$ cat config.mk
export PLATFORM = sky130hd
export DESIGN_NAME = dcache_load_ctrl_flat
export DESIGN_NICKNAME = d
export VERILOG_FILES = /design/src/rtl/dcache_load_ctrl_if.sv /design/src/rtl/dcache_load_ctrl.sv /design/src/flat_wrapper.sv
export SDC_FILE = /design/constraint.sdc
export NUM_CORES = 1
export LEC_CHECK = 0
export BUFFER_PORTS_ARGS = -buffer_cell sky130_fd_sc_hd__buf_2
export CAP_MARGIN = 20
export CORE_AREA = 2 2 528 530
export DETAILED_ROUTE_END_ITERATION = 8
export DIE_AREA = 0 0 530 532
export REMOVE_ABC_BUFFERS = 1
export SLEW_MARGIN = 40
export SYNTH_ARGS = -nofsm -noshare
export SYNTH_HDL_FRONTEND = slang
export SYNTH_SLANG_ARGS = --single-unit
export TNS_END_PERCENT = 50
$ cat constraint.sdc
create_clock -name clk_i -period 2.5 [get_ports clk_i]
set_input_delay 0 -clock clk_i [delete_from_list [all_inputs] [get_ports clk_i]]
set_output_delay 0 -clock clk_i [all_outputs]
set_load 0.05 [all_outputs]
$ cat src/rtl/dcache_load_ctrl_if.sv
// Load-port bundle between the core, the tag-compare/SRAM stage and the miss handler.
// Signal suffixes are from the controller's point of view.
interface dcache_load_ctrl_if #(
   parameter int SET_ASSOC   = 8,
   parameter int INDEX_WIDTH = 12,
   parameter int TAG_WIDTH   = 44,
   parameter int LINE_WIDTH  = 128,
   parameter int DATA_WIDTH  = 64
) ();

   logic                              req_i;
   logic                              gnt_o;
   logic [INDEX_WIDTH-1:0]            index_i;
   logic                              tag_valid_i;
   logic [TAG_WIDTH-1:0]              tag_i;
   logic                              kill_i;
   logic                              rvalid_o;
   logic [DATA_WIDTH-1:0]             rdata_o;

   logic [SET_ASSOC-1:0]              sram_req_o;
   logic                              sram_gnt_i;
   logic [INDEX_WIDTH-1:0]            sram_addr_o;
   logic [TAG_WIDTH-1:0]              sram_tag_o;
   logic [SET_ASSOC-1:0]              hit_way_i;
   logic [SET_ASSOC*LINE_WIDTH-1:0]   line_i;

   logic                              miss_req_o;
   logic                              miss_gnt_i;
   logic [TAG_WIDTH+INDEX_WIDTH-1:0]  miss_addr_o;
   logic                              miss_valid_i;
   logic [DATA_WIDTH-1:0]             miss_rdata_i;

   // controller side
   modport slave (
      input  req_i, index_i, tag_valid_i, tag_i, kill_i,
      input  sram_gnt_i, hit_way_i, line_i,
      input  miss_gnt_i, miss_valid_i, miss_rdata_i,
      output gnt_o, rvalid_o, rdata_o,
      output sram_req_o, sram_addr_o, sram_tag_o,
      output miss_req_o, miss_addr_o
   );

   // core / cache-array / miss-handler side
   modport master (
      output req_i, index_i, tag_valid_i, tag_i, kill_i,
      output sram_gnt_i, hit_way_i, line_i,
      output miss_gnt_i, miss_valid_i, miss_rdata_i,
      input  gnt_o, rvalid_o, rdata_o,
      input  sram_req_o, sram_addr_o, sram_tag_o,
      input  miss_req_o, miss_addr_o
   );

endinterface

$ cat src/rtl/dcache_load_ctrl.sv
// Single-port data-cache load controller: index-phase SRAM read, late tag,
// hit word return, and miss forwarding with refill-word return.
//
// state       | meaning
// ------------+-----------------------------------------------------------
// S_IDLE      | waiting for a load; request forwarded to the SRAM stage
// S_TAG       | tag phase of a granted load; hit/miss resolved this cycle
// S_REPLAY    | tag arrived late; re-issue the latched index
// S_MISS_REQ  | presenting {tag, index} to the miss handler
// S_MISS_WAIT | waiting for the refill word; a kill only suppresses rvalid
module dcache_load_ctrl #(
   parameter int SET_ASSOC   = 8,
   parameter int INDEX_WIDTH = 12,
   parameter int TAG_WIDTH   = 44,
   parameter int LINE_WIDTH  = 128,
   parameter int DATA_WIDTH  = 64
) (
   input  logic              clk_i,
   input  logic              rst_ni,
   dcache_load_ctrl_if.slave bus
);

   localparam int WAY_W  = (SET_ASSOC > 1) ? $clog2(SET_ASSOC) : 1;
   localparam int WORDS  = LINE_WIDTH / DATA_WIDTH;
   localparam int WSEL_W = (WORDS > 1) ? $clog2(WORDS) : 1;
   localparam int OFF_LO = $clog2(DATA_WIDTH / 8);

   typedef enum logic [2:0] {
      S_IDLE,
      S_TAG,
      S_REPLAY,
      S_MISS_REQ,
      S_MISS_WAIT
   } state_e;

   state_e                  state_q, state_d;
   logic [INDEX_WIDTH-1:0]  index_q, index_d;
   logic [TAG_WIDTH-1:0]    tag_q, tag_d;
   logic                    killed_q, killed_d;

   logic                              gnt;
   logic                              rvalid;
   logic [DATA_WIDTH-1:0]             rdata;
   logic [SET_ASSOC-1:0]              sram_req;
   logic [INDEX_WIDTH-1:0]            sram_addr;
   logic [TAG_WIDTH-1:0]              sram_tag;
   logic                              miss_req;
   logic [TAG_WIDTH+INDEX_WIDTH-1:0]  miss_addr;
   logic                              refill_live;

   logic [LINE_WIDTH-1:0]  way_line [SET_ASSOC];
   logic [LINE_WIDTH-1:0]  hit_line;
   logic [DATA_WIDTH-1:0]  line_word [WORDS];
   logic [DATA_WIDTH-1:0]  hit_word;
   logic [WAY_W-1:0]       hit_sel;

   for (genvar w = 0; w < SET_ASSOC; w++) begin : g_way
      assign way_line[w] = bus.line_i[w*LINE_WIDTH +: LINE_WIDTH];
   end

   // Descending scan so a multi-hit resolves to the lowest-numbered way.
   always_comb begin
      hit_sel = '0;
      for (int w = SET_ASSOC - 1; w >= 0; w--) begin
         if (bus.hit_way_i[w]) hit_sel = WAY_W'(w);
      end
   end

   assign hit_line = way_line[hit_sel];

   for (genvar k = 0; k < WORDS; k++) begin : g_word
      assign line_word[k] = hit_line[k*DATA_WIDTH +: DATA_WIDTH];
   end

   if (WORDS > 1) begin : g_wsel
      logic [WSEL_W-1:0] word_sel;
      assign word_sel = index_q[OFF_LO +: WSEL_W];
      assign hit_word = line_word[word_sel];
   end else begin : g_wsel_one
      assign hit_word = line_word[0];
   end

   always_ff @(posedge clk_i or negedge rst_ni) begin
      if (!rst_ni) begin
         state_q  <= S_IDLE;
         index_q  <= '0;
         tag_q    <= '0;
         killed_q <= 1'b0;
      end else begin
         state_q  <= state_d;
         index_q  <= index_d;
         tag_q    <= tag_d;
         killed_q <= killed_d;
      end
   end

   assign refill_live = !(killed_q || bus.kill_i);

   always_comb begin
      state_d   = state_q;
      index_d   = index_q;
      tag_d     = tag_q;
      killed_d  = killed_q;
      gnt       = 1'b0;
      rvalid    = 1'b0;
      rdata     = '0;
      sram_req  = '0;
      sram_addr = '0;
      sram_tag  = '0;
      miss_req  = 1'b0;
      miss_addr = '0;

      unique case (state_q)
         S_IDLE: begin
            if (bus.req_i) begin
               sram_req  = '1;
               sram_addr = bus.index_i;
               gnt       = bus.sram_gnt_i;
               if (bus.sram_gnt_i) begin
                  index_d = bus.index_i;
                  state_d = S_TAG;
               end
            end
         end

         S_TAG: begin
            sram_tag = bus.tag_i;
            if (bus.kill_i) begin
               state_d = S_IDLE;
            end else if (!bus.tag_valid_i) begin
               state_d = S_REPLAY;
            end else if (|bus.hit_way_i) begin
               rvalid  = 1'b1;
               rdata   = hit_word;
               state_d = S_IDLE;
               // Pipelined issue: the next load's index phase overlaps this hit.
               if (bus.req_i) begin
                  sram_req  = '1;
                  sram_addr = bus.index_i;
                  gnt       = bus.sram_gnt_i;
                  if (bus.sram_gnt_i) begin
                     index_d = bus.index_i;
                     state_d = S_TAG;
                  end
               end
            end else begin
               tag_d   = bus.tag_i;
               state_d = S_MISS_REQ;
            end
         end

         S_REPLAY: begin
            if (bus.kill_i) begin
               state_d = S_IDLE;
            end else begin
               sram_req  = '1;
               sram_addr = index_q;
               if (bus.sram_gnt_i) state_d = S_TAG;
            end
         end

         S_MISS_REQ: begin
            miss_req  = 1'b1;
            miss_addr = {tag_q, index_q};
            if (bus.miss_gnt_i) begin
               // Once accepted the refill must be drained, so a kill is only remembered.
               killed_d = bus.kill_i;
               state_d  = S_MISS_WAIT;
            end else if (bus.kill_i) begin
               state_d = S_IDLE;
            end
         end

         S_MISS_WAIT: begin
            if (bus.miss_valid_i) begin
               rvalid   = refill_live;
               rdata    = refill_live ? bus.miss_rdata_i : '0;
               killed_d = 1'b0;
               state_d  = S_IDLE;
            end else if (bus.kill_i) begin
               killed_d = 1'b1;
            end
         end

         default: state_d = S_IDLE;
      endcase
   end

   assign bus.gnt_o       = gnt;
   assign bus.rvalid_o    = rvalid;
   assign bus.rdata_o     = rdata;
   assign bus.sram_req_o  = sram_req;
   assign bus.sram_addr_o = sram_addr;
   assign bus.sram_tag_o  = sram_tag;
   assign bus.miss_req_o  = miss_req;
   assign bus.miss_addr_o = miss_addr;

   a_single_hit: assert property (@(posedge clk_i) disable iff (!rst_ni)
      (state_q == S_TAG && bus.tag_valid_i && !bus.kill_i) |-> $onehot0(bus.hit_way_i));

endmodule

$ cat src/flat_wrapper.sv
// flat-port wrapper written by rule: the top's interface ports become plain ports
module dcache_load_ctrl_flat 
#(
   parameter int SET_ASSOC   = 8,
   parameter int INDEX_WIDTH = 12,
   parameter int TAG_WIDTH   = 44,
   parameter int LINE_WIDTH  = 128,
   parameter int DATA_WIDTH  = 64
)
  (clk_i, rst_ni, bus_req_i, bus_index_i, bus_tag_valid_i, bus_tag_i, bus_kill_i, bus_sram_gnt_i, bus_hit_way_i, bus_line_i, bus_miss_gnt_i, bus_miss_valid_i, bus_miss_rdata_i, bus_gnt_o, bus_rvalid_o, bus_rdata_o, bus_sram_req_o, bus_sram_addr_o, bus_sram_tag_o, bus_miss_req_o, bus_miss_addr_o);
  dcache_load_ctrl_if #(.SET_ASSOC(SET_ASSOC), .INDEX_WIDTH(INDEX_WIDTH), .TAG_WIDTH(TAG_WIDTH), .LINE_WIDTH(LINE_WIDTH), .DATA_WIDTH(DATA_WIDTH)) bus_i ();
  input  logic clk_i;
  input  logic rst_ni;
  input wire logic [$bits(bus_i.req_i)-1:0] bus_req_i;
  input wire logic [$bits(bus_i.index_i)-1:0] bus_index_i;
  input wire logic [$bits(bus_i.tag_valid_i)-1:0] bus_tag_valid_i;
  input wire logic [$bits(bus_i.tag_i)-1:0] bus_tag_i;
  input wire logic [$bits(bus_i.kill_i)-1:0] bus_kill_i;
  input wire logic [$bits(bus_i.sram_gnt_i)-1:0] bus_sram_gnt_i;
  input wire logic [$bits(bus_i.hit_way_i)-1:0] bus_hit_way_i;
  input wire logic [$bits(bus_i.line_i)-1:0] bus_line_i;
  input wire logic [$bits(bus_i.miss_gnt_i)-1:0] bus_miss_gnt_i;
  input wire logic [$bits(bus_i.miss_valid_i)-1:0] bus_miss_valid_i;
  input wire logic [$bits(bus_i.miss_rdata_i)-1:0] bus_miss_rdata_i;
  output wire logic [$bits(bus_i.gnt_o)-1:0] bus_gnt_o;
  output wire logic [$bits(bus_i.rvalid_o)-1:0] bus_rvalid_o;
  output wire logic [$bits(bus_i.rdata_o)-1:0] bus_rdata_o;
  output wire logic [$bits(bus_i.sram_req_o)-1:0] bus_sram_req_o;
  output wire logic [$bits(bus_i.sram_addr_o)-1:0] bus_sram_addr_o;
  output wire logic [$bits(bus_i.sram_tag_o)-1:0] bus_sram_tag_o;
  output wire logic [$bits(bus_i.miss_req_o)-1:0] bus_miss_req_o;
  output wire logic [$bits(bus_i.miss_addr_o)-1:0] bus_miss_addr_o;
  assign bus_i.req_i = bus_req_i;
  assign bus_i.index_i = bus_index_i;
  assign bus_i.tag_valid_i = bus_tag_valid_i;
  assign bus_i.tag_i = bus_tag_i;
  assign bus_i.kill_i = bus_kill_i;
  assign bus_i.sram_gnt_i = bus_sram_gnt_i;
  assign bus_i.hit_way_i = bus_hit_way_i;
  assign bus_i.line_i = bus_line_i;
  assign bus_i.miss_gnt_i = bus_miss_gnt_i;
  assign bus_i.miss_valid_i = bus_miss_valid_i;
  assign bus_i.miss_rdata_i = bus_miss_rdata_i;
  assign bus_gnt_o = bus_i.gnt_o;
  assign bus_rvalid_o = bus_i.rvalid_o;
  assign bus_rdata_o = bus_i.rdata_o;
  assign bus_sram_req_o = bus_i.sram_req_o;
  assign bus_sram_addr_o = bus_i.sram_addr_o;
  assign bus_sram_tag_o = bus_i.sram_tag_o;
  assign bus_miss_req_o = bus_i.miss_req_o;
  assign bus_miss_addr_o = bus_i.miss_addr_o;
  dcache_load_ctrl #(.SET_ASSOC(SET_ASSOC), .INDEX_WIDTH(INDEX_WIDTH), .TAG_WIDTH(TAG_WIDTH), .LINE_WIDTH(LINE_WIDTH), .DATA_WIDTH(DATA_WIDTH)) u_core (.clk_i(clk_i), .rst_ni(rst_ni), .bus(bus_i));
endmodule
==> results of run 1 <==
## per-layer routing
layer	part of all wire, %	track usage [%]	up-vias
li1	-	-	11100
met1	37	20.0	12700
met2	44	29.0	2505
met3	13	9.30	1035
met4	6.1	8.17	248
met5	0.61	0.0513	-
## sequential cells by signal, indices dropped and copies added, names as in the netlist
| signal | flops |
|---|---|
| u_core.tag_q | 44 |
| u_core.index_q | 12 |
| u_core.state_q | 3 |
| u_core.killed_q | 1 |
## area by class of cell
| class | instances | area share (%) |
|---|---|---|
| diodes | 235 | 1.77 |
| clock buffers | 12 | 0.800 |
| clock inverters | 3 | 0.207 |
| inverters | 4 | 0.131 |
| multi-input cells | 1621 | 36.0 |
| flip-flops and latches | 60 | 4.53 |
| well taps | 3705 | 13.9 |
| repair buffers | 1906 | 42.6 |
## cell usage after synthesis, drive strengths merged
master  count  area [um2]
nand2     430        1610
o22ai     229        1430
a31oi     166        1040
clkbuf    128         480
o221ai    128        1120
buf       114         628
and2      101         634
nor2      101         379
a21oi      81         405
o31ai      65         488
dfrtp      60        1500
mux2       57         676
o21a       50         375
o32a       50         500
o21ai      45         225
nor3       32         160
or2        17         106
a32oi      14         123
o41ai      14         228
a22o       12         105
nand2b      5        31.3
inv         4        15.0
nor4b       3        26.3
a211oi      2        20.0
and3        2        12.5
and3b       2        17.5
nor2b       2        12.5
nor4        2        33.8
or3         2        12.5
or4b        2        20.0
a211o       1        8.76
a21o        1        7.51
a221o       1        10.0
nand3       1        10.0
nand3b      1        7.51
nor3b       1        12.5
o31a        1        8.76
## stage by stage
stage | TNS, ns | power, mW | utilization, % | hold slack, ns
2_1_floorplan | -533.47 | 3.84 | - | -0.296
3_3_place_gp | -16.96 | 8.74 | 10.3 | 0.0313
3_5_place_dp | -12.43 | 8.79 | 10.3 | 0.0298
4_1_cts | -5.97 | 11.4 | 11.3 | 0.0467
6_report | -2.37 | 12.1 | 12.1 | 0.0715
5_1_grt | -8.39 | 12.6 | 12.0 | 0.0623
## cells by family (layout without fill, tap and decap cells)
| group | after synthesis | count (layout) | share of synthesized area [%] |
|---|---|---|---|
| AND/OR/NAND/NOR | 704 | 704 | 24.7 |
| buffers and inverters | 246 | 1925 | 9.00 |
| flip-flops | 60 | 60 | 12.0 |
| other | 0 | 235 | 0 |
| AO/OA/AOI/OAI | 860 | 860 | 48.8 |
| multiplexers | 57 | 57 | 5.41 |
## cell usage in the layout (no fill, tap or decap), types with 49 or more instances in the layout
cell type	netlist	layout
o21a_1	50	49
o221ai_1	128	69
buf_2	79	1254
a31oi_1	166	136
o221ai_2	0	52
nand2_1	430	412
dlygate4sd3_1	0	58
nor2_1	101	68
buf_12	0	168
diode_2	0	235
o22ai_1	229	195
dfrtp_1	60	56
and2_1	100	100
buf_4	12	348
o32a_1	50	50
## final timing paths
path                                          startpoint                       endpoint  depth (start not counted)
setup / recovery           u_core.index_q[3]$_DFFE_PN0P_                bus_rdata_o[51]                          7
hold / removal                            bus_index_i[9]  u_core.index_q[9]$_DFFE_PN0P_                          2
setup reg to reg           u_core.state_q[1]$_DFFE_PN0P_  u_core.index_q[0]$_DFFE_PN0P_                          8
hold reg to reg             u_core.tag_q[13]$_DFFE_PN0P_   u_core.tag_q[13]$_DFFE_PN0P_                          1
max in group asynchronous                         rst_ni   u_core.tag_q[13]$_DFFE_PN0P_                          3
min in group asynchronous                         rst_ni    u_core.tag_q[5]$_DFFE_PN0P_                          2
## what timing repair did
item                                    CTS  global route
buffers inserted                         33            40
cloned                                    6            12
endpoints found under the hold margin    79             0
endpoints found under the setup margin   64            74
gates resized for setup                 275           182
hold buffers                             58             0
pin swaps                                66            57
## where the power goes
part / internal (mW) / switching (mW)
clock: 0.951 / 0.475
sequential: 1.05 / 0.0963
combinational: 3.99 / 5.55
total: 5.99 / 6.12
==> results.py, run 1 <==
metrics = {
    "detailed_routing": {
        "antenna_left": 0,
        "wire_per_inst_um": 36.8,
        "dr.pass1.iters": 8,
        "viasPerCell": 3.66,
        "drtIter0Drc": 2524,
        "wirelength_um": 278000,
        "drc": 0,
        "vias": 27600,
    },
    "final_layout": {
        "layout-drive-gt1-share_pct": 62.4,
        "fillerInstances": 32100,
        "finalNonFillerCells": 7546,
        "design_area_um2": 33300,
        "syn_to_final_growth_pct": 167,
        "nNetsFinal": 4762,
        "seqCellArea_um2": 1510,
        "multi_input_area_um2": 12000,
    },
    "placed_design": {
        "dp_slack_ns": -0.544,
        "placed_cell_area_um2": 28300,
        "dp_hpwl_um": 241000,
        "portBuffers": 1346,
        "place_inst": 7151,
        "gp_congestion": 1.01,
    },
    "clock_tree": {
        "cts_sinks": 60,
        "numCtsBuffers": 9,
        "path_clk_slew_ns": 0.06,
        "ctsHtreeMaxLevel": 3,
        "cts_tree": "done",
        "cts_root_buf": "clkbuf_16",
        "insertion_delay_ns": 0.34,
        "clock_path_buffers": 2,
    },
    "sta": {
        "slew_headroom_pct": 50.1,
        "tightest_slew_ns": 0.748,
        "fin_crit_sh_pct": 107,
        "hold_violations": 0,
        "fin_skew_ns": 0.0104,
        "maxSlewViolCount": 0,
        "max_freq_mhz": 374,
        "rsz0062_at_grt": "yes",
        "fin_crit_ns": 2.67,
        "setup_ws_ns": -0.171,
        "finalSetupViolCount": 52,
    },
    "global_route": {
        "grt_pass1_vias": 24900,
        "grt_max_degree": 46,
        "grt_pass1_wl_um": 320000,
        "track_usage_pct": 18.2,
        "grt_antenna_before_repair": 449,
        "overflow": 0,
    },
    "die": {
        "die_area_um2": 282000,
        "core_area_um2": 276000,
        "pin_count": 1347,
        "die_x_um": 530,
        "dieHeight_um": 532,
        "start_util_pct": 4.53,
        "rows": 193,
    },
    "critical_path": {
        "crit_slowest_cell": "dfrtp_4",
        "crit_arrival_ns": 2.67,
        "cpMostUsedCell": "buf_12",
        "critPathTopFamily": "buffers and inverters",
        "crit_type": "reg -> out",
        "slowest_delay_ns": 0.59,
        "crit_fanout": 8,
        "worst-path-buf-inv": 4,
        "rrSetupSlack_ns": 0.30,
        "cp-start-kind": "flip-flop",
        "crit_chain": "buf_12 > buf_16 > or3_4 > clkbuf_16 > o21ai_4 > o41ai_4 > buf_12",
        "crit_path_end_kind": "output pin",
        "crit_required_ns": 2.50,
    },
    "logic_synthesis": {
        "yosys_warnings": 0,
        "synthDistinctLibCells": 47,
        "synthCells": 1927,
        "seq_area_frac_synth_pct": 12.0,
        "synth.avg_cell_area_um2": 6.48,
        "netlist_area_um2": 12500,
        "ys_ff_latch": 60,
    },
    "pwr": {
        "p_leak_nw": 13.7,
        "ir_drop_mv": 0.381,
        "power.density_nw_per_um2": 363,
    },
    "status": {
        "violations": "negative setup slack",
        "status": "complete, but fails checks",
    },
    "hold_path": {
        "hp-class": "in -> reg",
    },
    "job": {
        "drv_cap": 0,
    },
}
Note: power is estimated with default switching activity, not from simulation.
==> run 2, diff against run 1 <==
==> constraint.sdc (replaced) <==
create_clock -name clk_i -period 2.5 [get_ports clk_i]
set_input_delay 0.375 -clock clk_i [delete_from_list [all_inputs] [get_ports clk_i]]
set_output_delay 0.375 -clock clk_i [all_outputs]
set_load 0.05 [all_outputs]
==> run 2 against run 1 <==
The flow still finishes with violations (negative setup slack); core utilization is 0.49 points higher; setup slack worse by 0.52 ns; fmax is 16% lower; sequential power hardly changed; worst hold slack better by 0.21 ns; largest cell class unchanged; power is 0.41% lower; register-to-register slack better by 0.05 ns; via count is 0.38% lower.
==> results.py, run 2 (synthesized netlist as in run 1, its figures left out) <==
metrics = {
    "placed_design": {
        "portBuffers": 1346,
        "dp_hpwl_um": 243000,
        "gp_congestion": 1.02,
        "placed_cell_area_um2": 28800,
        "dp_slack_ns": -1.38,
    },
    "critical_path": {
        "crit_type": "in -> out",
        "crit_fanout": 8,
        "crit_required_ns": 2.12,
        "critPathTopFamily": "buffers and inverters",
        "crit_arrival_ns": 2.82,
        "crit_path_end_kind": "output pin",
        "slowest_delay_ns": 0.29,
        "worst-path-buf-inv": 8,
        "cpMostUsedCell": "buf_12",
        "crit_chain": "buf_12 > buf_6 > or2_4 > o22ai_4 > buf_8 > buf_16 > buf_8 > buf_12 > o22ai_2 > a31oi_2 > o22ai_1 > o31ai_1 > buf_4 > buf_12",
        "crit_slowest_cell": "o31ai_1",
        "cp-start-kind": "input port",
    },
    "clock_tree": {
        "cts_tree": "done",
        "cts_sinks": 60,
        "insertion_delay_ns": 0.33,
        "cts_root_buf": "clkbuf_16",
        "clock_path_buffers": 2,
        "ctsHtreeMaxLevel": 3,
        "path_clk_slew_ns": 0.05,
        "numCtsBuffers": 9,
    },
    "final_layout": {
        "final_cell_mix": "1238 x buf_2, 406 x nand2_1, 348 x buf_4",
        "final_common_cell": "buf_2",
        "reg_top3": "u_core.tag_q x44, u_core.index_q x12, u_core.state_q x3",
        "largest_reg_flops": 44,
        "top_register": "u_core.tag_q",
        "syn_to_final_growth_pct": 178,
        "nNetsFinal": 4785,
        "layout-drive-gt1-share_pct": 64.9,
        "fillerInstances": 31900,
        "design_area_um2": 34700,
    },
    "sta": {
        "max_freq_mhz": 313,
        "rsz0062_at_grt": "yes",
        "slew_headroom_pct": 49.4,
        "fin_crit_ns": 3.19,
        "setup_ws_ns": -0.691,
        "fin_crit_sh_pct": 128,
        "fin_skew_ns": 0.00680,
        "whs_ns": 0.286,
        "maxSlewViolCount": 0,
        "tightest_slew_ns": 0.758,
        "hold_violations": 0,
        "finalSetupViolCount": 85,
    },
    "status": {
        "violations": "negative setup slack",
        "status": "complete, but fails checks",
    },
    "detailed_routing": {
        "dr.pass1.iters": 8,
        "vias": 27500,
        "wirelength_um": 278000,
        "wire_per_inst_um": 37.0,
        "antenna_left": 0,
        "drc": 0,
        "viasPerCell": 3.65,
        "drtIter0Drc": 2113,
    },
    "hold_path": {
        "hp-class": "in -> reg",
    },
    "die": {
        "core_area_um2": 276000,
        "start_util_pct": 4.53,
        "pin_count": 1347,
        "die_area_um2": 282000,
        "die_x_um": 530,
        "dieHeight_um": 532,
        "rows": 193,
    },
    "pwr": {
        "ir_drop_mv": 0.285,
        "seqPwrFrac_pct": 9.4,
        "pwr-share-comb_pct": 80.2,
        "p_leak_nw": 14.2,
        "clkPwrFrac_pct": 10.4,
        "switching_power_mw": 6.08,
        "netSwitchingFraction_pct": 50.5,
        "power.density_nw_per_um2": 348,
        "p_int_mw": 5.97,
    },
    "global_route": {
        "grt_pass1_wl_um": 325000,
        "overflow": 0,
        "use_met3_pct": 9.29,
        "grt_antenna_before_repair": 459,
        "use_met2_pct": 29.8,
        "top_usage_layer": "met2",
        "track_usage_pct": 18.5,
        "grt_pass1_vias": 25100,
        "gr-usage-met1_pct": 20.2,
        "grt_max_degree": 46,
    },
    "job": {
        "drv_cap": 0,
    },
}
==> run 2: changes by cell type in the layout (fill, tap and decap cells not counted), moves of 19 or more <==
cell | previous run | this run
dlygate4sd3_1 | 58 | 1
diode_2 | 235 | 195
buf_12 | 168 | 195
buf_8 | 2 | 25
o221ai_2 | 52 | 17
o221ai_1 | 69 | 88
a31oi_4 | 9 | 31
o22ai_1 | 195 | 163
buf_6 | 36 | 72
a31oi_1 | 136 | 111
==> run 2: final cells by class <==
| class | instances | area [um2] | area share, % |
|---|---|---|---|
| tap | 3705 | 4640 | 13.4 |
| clock inverter | 4 | 48.8 | 0.141 |
| timing repair buffer | 1929 | 15100 | 43.5 |
| multi-input combinational | 1621 | 12600 | 36.4 |
| sequential | 60 | 1510 | 4.34 |
| inverter | 4 | 43.8 | 0.126 |
| clock buffer | 11 | 253 | 0.729 |
| antenna | 195 | 488 | 1.41 |
==> run 2: final timing paths <==
| kind | to | startpoint | cells past startpoint | slack, ns |
|---|---|---|---|---|
| min reg2reg | u_core.tag_q[22]$_DFFE_PN0P_ | u_core.tag_q[22]$_DFFE_PN0P_ | 1 | 0.49 |
| min | u_core.killed_q$_DFFE_PN0P_ | bus_miss_valid_i | 2 | 0.29 |
| max reg2reg | u_core.index_q[1]$_DFFE_PN0P_ | u_core.state_q[1]$_DFFE_PN0P_ | 8 | 0.35 |
| max in group asynchronous | u_core.tag_q[12]$_DFFE_PN0P_ | rst_ni | 3 | 1.19 |
| min in group asynchronous | u_core.tag_q[28]$_DFFE_PN0P_ | rst_ni | 2 | 0.54 |
| max | bus_rdata_o[37] | bus_hit_way_i[4] | 14 | -0.69 |
==> run 2: through the flow <==
stage | setup TNS [ns] | util (%) | cells | power (mW)
final | -42.47 | 12.6 | 7529 | 12.1
after global routing | -47.88 | 12.5 | 7463 | 12.6
after CTS | -42.35 | 11.8 | 7287 | 11.6
after detailed placement | -74.90 | 10.4 | 7193 | 8.99
after global placement | -78.75 | 10.4 | 7192 | 8.96
after floorplan | -591.97 | - | 1685 | 3.84
==> run 2: routing by layer <==
metal | vias to the layer above | wire [um]
li1 | 11100 | -
met1 | 12600 | 102000
met2 | 2420 | 123000
met3 | 1048 | 35300
met4 | 254 | 16500
met5 | - | 1690
==> run 2: repair_timing <==
item,4_1_cts,5_1_grt
endpoints found under the hold margin,16,0
pin swaps,77,114
cloned,18,7
gates resized for setup,461,203
setup buffers,64,52
hold buffers,1,0
endpoints found under the setup margin,97,96
==> run 2: power groups by stage <==
stage	sequential, mW	combinational, mW	clock (mW)
2_1_floorplan	1.17	2.67	0
3_3_place_gp	1.14	7.82	0
3_5_place_dp	1.14	7.86	0
4_1_cts	1.13	9.16	1.29
5_1_grt	1.15	10.1	1.32
6_report	1.14	9.67	1.25
